## src/rtl/axi_xbar_pkg.sv

```systemverilog
// axi_xbar_pkg: shared arbiter defaults and weight type for the crossbar and CSR block
package axi_xbar_pkg;
    localparam int W_BITS_DEF = 4;
    localparam int STARVE_MAX_DEF = 8;
    typedef logic [W_BITS_DEF-1:0] arb_weight_t;
endpackage

```

## src/rtl/axi_xbar_wrr_arb_if.sv

```systemverilog
// axi_xbar_wrr_arb_if: request/grant handshake between AW/AR sources and the arbiter
interface axi_xbar_wrr_arb_if #(
    parameter int NUM_REQ = 5
);
    localparam int IW = $clog2(NUM_REQ);
    logic [NUM_REQ-1:0] reqs;
    logic               ready;
    logic               grant_valid;
    logic [NUM_REQ-1:0] grant_b;
    logic [IW-1:0]      grant_i;
    modport master (output reqs, ready, input grant_valid, grant_b, grant_i);
    modport slave  (input reqs, ready, output grant_valid, grant_b, grant_i);
endinterface

```

## src/rtl/axi_xbar_rr_pick.sv

```systemverilog
// axi_xbar_rr_pick: cyclic priority encoder, first set request at or after ptr
module axi_xbar_rr_pick #(
    parameter int N  = 4,
    parameter int PW = 2
) (
    input  logic [N-1:0]  req,
    input  logic [PW-1:0] ptr,
    output logic [N-1:0]  grant_b,
    output logic [PW-1:0] grant_i
);
    logic [PW-1:0] j;
    always_comb begin
        j = '0;
        grant_i = '0;
        for (int k = N - 1; k >= 0; k--) begin
            j = PW'((int'(ptr) + k) % N);
            grant_i = req[j] ? j : grant_i;
        end
        grant_b = |req ? N'(1) << grant_i : '0;
    end
endmodule

```

## src/rtl/axi_xbar_wrr_arb.sv

```systemverilog
// axi_xbar_wrr_arb: weighted round-robin with starvation-bounded priority top index; AXI_XBAR_ARB_STATS_EN adds grant counters
module axi_xbar_wrr_arb
    import axi_xbar_pkg::*;
#(
    parameter int NUM_REQ    = 5,
    parameter int W_BITS     = W_BITS_DEF,
    parameter int WEIGHT_RST = 1,
    parameter int STARVE_MAX = STARVE_MAX_DEF
) (
    input  logic                       clk,
    input  logic                       rst_n,
    axi_xbar_wrr_arb_if.slave          bus,
    input  logic                       cfg_we,
    input  logic [$clog2(NUM_REQ)-1:0] cfg_idx,
    input  logic [W_BITS-1:0]          cfg_weight,
    input  logic [$clog2(NUM_REQ)-1:0] stat_idx,
    output logic [31:0]                stat_cnt
);
    localparam int NN = NUM_REQ - 1;
    localparam int IW = $clog2(NUM_REQ);
    localparam int PW = NN > 1 ? $clog2(NN) : 1;
    localparam int SW = $clog2(STARVE_MAX + 1);

    logic [PW-1:0]     ptr, pick_i, ptr_inc;
    logic [NN-1:0]     pick_b;
    logic [W_BITS-1:0] used, weff;
    logic [W_BITS-1:0] weight [NN];
    logic [W_BITS:0]   u;
    logic [SW-1:0]     starve;
    logic              p, n, take_p, acc, rotate;

    axi_xbar_rr_pick #(.N(NN), .PW(PW)) u_pick (
        .req     (bus.reqs[NN-1:0]),
        .ptr     (ptr),
        .grant_b (pick_b),
        .grant_i (pick_i)
    );

    always_comb begin
        p = bus.reqs[NN];
        n = |bus.reqs[NN-1:0];
        take_p = p && (!n || starve < SW'(STARVE_MAX));
        acc = bus.ready && bus.grant_valid;
        weff = weight[pick_i] == '0 ? W_BITS'(1) : weight[pick_i];
        u = pick_i == ptr ? {1'b0, used} + (W_BITS+1)'(1) : (W_BITS+1)'(1);
        rotate = u >= {1'b0, weff};
        ptr_inc = pick_i == PW'(NN - 1) ? '0 : pick_i + PW'(1);
    end

    assign bus.grant_valid = |bus.reqs;
    assign bus.grant_b = take_p ? {1'b1, {NN{1'b0}}} : {1'b0, pick_b};
    assign bus.grant_i = take_p ? IW'(NN) : n ? IW'(pick_i) : '0;

    // priority grants never move the normal rotation
    always_ff @(posedge clk or negedge rst_n) begin
        if (!rst_n) begin
            ptr <= '0;
            used <= '0;
            starve <= '0;
        end else if (acc && take_p) begin
            starve <= !n ? '0 : starve == SW'(STARVE_MAX) ? starve : starve + SW'(1);
        end else if (acc) begin
            starve <= '0;
            ptr <= rotate ? ptr_inc : pick_i;
            used <= rotate ? '0 : u[W_BITS-1:0];
        end
    end

    always_ff @(posedge clk or negedge rst_n) begin
        if (!rst_n) begin
            for (int i = 0; i < NN; i++) weight[i] <= W_BITS'(WEIGHT_RST);
        end else if (cfg_we && int'(cfg_idx) < NN) begin
            weight[cfg_idx[PW-1:0]] <= cfg_weight;
        end
    end

`ifdef AXI_XBAR_ARB_STATS_EN
    logic [31:0] cnt [NUM_REQ];
    always_ff @(posedge clk or negedge rst_n) begin
        if (!rst_n) begin
            for (int i = 0; i < NUM_REQ; i++) cnt[i] <= '0;
        end else if (acc) begin
            cnt[bus.grant_i] <= cnt[bus.grant_i] + 32'd1;
        end
    end
    assign stat_cnt = int'(stat_idx) < NUM_REQ ? cnt[stat_idx] : '0;
`else
    logic stat_unused;
    assign stat_unused = ^stat_idx;
    assign stat_cnt = '0;
`endif
endmodule

```

## src/flat_wrapper.sv

```systemverilog
// flat-port wrapper written by rule: the top's interface ports become plain ports
module axi_xbar_wrr_arb_flat import axi_xbar_pkg::*;
#(
    parameter int NUM_REQ    = 5,
    parameter int W_BITS     = W_BITS_DEF,
    parameter int WEIGHT_RST = 1,
    parameter int STARVE_MAX = STARVE_MAX_DEF
)
  (clk, rst_n, cfg_we, cfg_idx, cfg_weight, stat_idx, stat_cnt, bus_reqs, bus_ready, bus_grant_valid, bus_grant_b, bus_grant_i);
  axi_xbar_wrr_arb_if #(.NUM_REQ(NUM_REQ)) bus_i ();
  input  logic clk;
  input  logic rst_n;
  input  logic cfg_we;
  input  logic [$clog2(NUM_REQ)-1:0] cfg_idx;
  input  logic [W_BITS-1:0] cfg_weight;
  input  logic [$clog2(NUM_REQ)-1:0] stat_idx;
  output logic [31:0] stat_cnt;
  input wire logic [$bits(bus_i.reqs)-1:0] bus_reqs;
  input wire logic [$bits(bus_i.ready)-1:0] bus_ready;
  output wire logic [$bits(bus_i.grant_valid)-1:0] bus_grant_valid;
  output wire logic [$bits(bus_i.grant_b)-1:0] bus_grant_b;
  output wire logic [$bits(bus_i.grant_i)-1:0] bus_grant_i;
  assign bus_i.reqs = bus_reqs;
  assign bus_i.ready = bus_ready;
  assign bus_grant_valid = bus_i.grant_valid;
  assign bus_grant_b = bus_i.grant_b;
  assign bus_grant_i = bus_i.grant_i;
  axi_xbar_wrr_arb #(.NUM_REQ(NUM_REQ), .W_BITS(W_BITS), .WEIGHT_RST(WEIGHT_RST), .STARVE_MAX(STARVE_MAX)) u_core (.clk(clk), .rst_n(rst_n), .bus(bus_i), .cfg_we(cfg_we), .cfg_idx(cfg_idx), .cfg_weight(cfg_weight), .stat_idx(stat_idx), .stat_cnt(stat_cnt));
endmodule
```

## config.mk

```make
export PLATFORM = sky130hd
export DESIGN_NAME = axi_xbar_wrr_arb_flat
export DESIGN_NICKNAME = d
export VERILOG_FILES = /design/src/rtl/axi_xbar_pkg.sv /design/src/rtl/axi_xbar_wrr_arb_if.sv /design/src/rtl/axi_xbar_rr_pick.sv /design/src/rtl/axi_xbar_wrr_arb.sv /design/src/flat_wrapper.sv
export SDC_FILE = /design/constraint.sdc
export NUM_CORES = 1
export LEC_CHECK = 0
export CAP_MARGIN = 20
export CORE_AREA = 2 2 65 92
export CTS_CLUSTER_SIZE = 30
export DETAILED_ROUTE_END_ITERATION = 10
export DIE_AREA = 0 0 67 94
export DONT_BUFFER_PORTS = 1
export GPL_TIMING_DRIVEN = 1
export PLACE_DENSITY = 0.58
export SLEW_MARGIN = 20
export SYNTH_ARGS = -nofsm -noshare
export SYNTH_HDL_FRONTEND = slang
export SYNTH_SLANG_ARGS = --single-unit
```

## constraint.sdc

```tcl
create_clock -name clk -period 5.2 [get_ports clk]
set_input_delay 0.78 -clock clk [delete_from_list [all_inputs] [get_ports clk]]
set_output_delay 0.78 -clock clk [all_outputs]
set_load 0.02 [all_outputs]
```

==> metrics.cfg <==
[status]
outcome = completed

[pwr]
p_leak_nw = 0.869
peakVddDrop_mv = 0.204
intPower_w = 0.000527
p_sw_w = 0.000305
seqPwrFrac_pct = 34.8
switching_share_pct = 36.7
powerDensity_mw_per_mm2 = 440
pwr-share-clk_pct = 20.3
pwr-share-comb_pct = 44.9

[timing]
period_share_pct = 66.1
setup_viol = 0
relSlewSlack_pct = 37.6
slew_viol_final = 0
fin_skew_ns = 0.00634
hold_viol = 0
fin_crit_ns = 3.44
finalWorstSetupSlack_ns = 1.76
tightestPinTransition_ns = 0.923
rsz0062_at_grt = no
fin_setup_tns_ns = 0
fmax_mhz = 291

[yosys]
netlist_instances = 181
ys_dominant_reg_cell = dfrtp_1
synthArstFlopShare_pct = 100
synth_area_leaders = dfrtp_1, buf_4, mux2_2
synth_top_cell_by_area = dfrtp_1
synth_most_common_cell = buf_4
yosysTopAreaCellShare_pct = 29.4
synth_edf_count = 0
synth_seq_cells = 26
syn_area_mm2 = 0.00187
yosysSeqAreaShare_pct = 35.0
synth_common_cells = buf_4, dfrtp_1, mux2_2
yosys_warnings = 0
synth_cell_types = 43
syn_avg_cell_area_um2 = 10.4

[placement]
portBuffers = 0
dp_hpwl_mm = 2.34
gp_congestion = 0.701
pre_cts_ws_ns = 1.48

[routing]
drtIter0Drc = 9
num_vias = 1157
wl_mm = 3.05
ant_nets = 0
remaining_drc_errors = 0
dr.pass1.iters = 2
wl_per_cell_um = 12.3
viasPerCell = 4.67

[finish]
drive_gt1_share_pct = 22.2
area_growth_pct = 0.868
nets = 211
n_antenna_cell = 0
n_fill_cell = 578

[clocking]
post_cts_buffers = 0
clock_sinks = 26
clk_pin_slew_ns = 0.09
ctsRootBufferMaster = clkbuf_8
cts_buffer_depth = 2
cts_tree = done
cts_buffers = 3
cts_resized = 0
hold_buffers = 0
htree_levels = 1
clk_latency_ns = 0.28

[critical_path]
cp_max_fo = 9
crit_required_ns = 5.37
cp.arrival_ns = 3.60
path_class = flop to flop
cp-start-kind = flop
setup.worst_path.end_class = flop

[die]
dieWidth_um = 67
start_util_pct = 34.4
die_area_mm2 = 0.00630
fp.dieH_um = 94
rows = 32
coreArea_mm2 = 0.00545
boundaryPins = 60

[global_route]
gr-total-overflow = 0
grt_pass1_wl_mm = 5.11
antenna_found_initial = 0
grt_max_degree = 27
grt_pass1_vias = 1126
grt_use_total_pct = 10.4

[hold_path]
worstHoldPathType = input pin to asynchronous set/reset pin

[flow_run]
maxCapViolCount = 0

-- flip-flops by register name (all words and copies together), names as in the netlist --
signal	cells
u_core.weight	16
u_core.starve	4
u_core.used	4
u_core.ptr	2
-- path summary, 6_finish.rpt --
kind	cells after the start	endpoint	slack (ns)	start
min in group clk	1	u_core.weight[13]	0.51	u_core.weight[13]
max in group asynchronous	0	u_core.weight[8]	4.84	rst_n
worst max register to register	13	u_core.used[1]	1.76	u_core.ptr[1]
worst max-delay path	13	u_core.used[1]	1.76	u_core.ptr[1]
worst min register to register	1	u_core.weight[13]	0.51	u_core.weight[13]
worst min-delay path	0	u_core.weight[15]	0.18	rst_n
-- layout by cell type (no fill, tap or decap), types with 2 or more instances in the layout --
cell	n
clkbuf_8	3
nor4bb_1	2
buf_4	2
and3_1	4
nor2_1	5
dfstp_2	4
a21boi_0	2
nand2_1	10
o41ai_1	3
o21ai_0	6
nor3_1	2
conb_1	32
nand3_1	4
and2_1	2
nor2b_1	2
mux2_2	20
ha_1	11
mux2i_1	8
dfrtp_1	22
inv_1	8
a21oi_1	2
xnor2_1	2
nand2b_1	4
-- cell type report --
cell class              count  area, um2  area share (%)
multi-input cells         138       1020            54.0
flip-flops and latches     26        656            34.7
well taps                  68       85.1            4.50
inverters                  10       42.5            2.25
clock buffers               3       41.3            2.18
clock inverters             1       30.0            1.59
repair buffers              2       15.0           0.794
-- critical path, stage by stage (launching register included) --
cell and delay, ns:
dfrtp_1 0.44, inv_1 0.13, nand2_1 0.10, a311oi_2 0.35
buf_4 0.30, inv_6 0.05, mux4_2 0.42, a31o_1 0.20
ha_1 0.26, nand2b_1 0.15, a21o_1 0.19, a21oi_1 0.17
o221ai_2 0.22, o41ai_1 0.35
-- stage by stage --
stage                     util [%]  hold WS (ns)  instances  area (um2)  total power, W
after floorplan                  -         0.470        212        1990        0.000627
after global placement        33.3         0.485        244        1810        0.000662
after detailed placement      33.4         0.485        244        1820        0.000670
after CTS                     34.7         0.176        248        1890        0.000843
after global routing          34.7         0.163        248        1890        0.000902
final                         34.7         0.184        248        1890        0.000833
-- cell families after synthesis --
family          count (synthesis)  share of synthesized area [%]
buf+inv                        48                           17.1
simple gates                   41                           12.3
mux                            29                           17.5
flops                          26                           35.0
compound gates                 22                           9.21
fa+ha+maj                      11                           7.34
xor+xnor                        3                           1.40
other cells                     1                          0.200
-- layer usage --
layer | GRT usage (%) | wire, um | up-vias
met3 | 2.40 | 207 | 4
li1 | - | - | 568
met5 | 0 | 0 | -
met4 | 3.06 | 38 | 0
met2 | 17.1 | 1480 | 44
met1 | 13.3 | 1330 | 541
-- power by group through the flow --
stage	Sequential [W]	Clock (W)	Combinational, W
4_1_cts	0.000291	0.000174	0.000378
3_3_place_gp	0.000294	0	0.000368
3_5_place_dp	0.000295	0	0.000375
6_report	0.000290	0.000169	0.000374
2_1_floorplan	0.000285	0	0.000342
5_1_grt	0.000297	0.000182	0.000423
(Power assumes the default switching activity.)
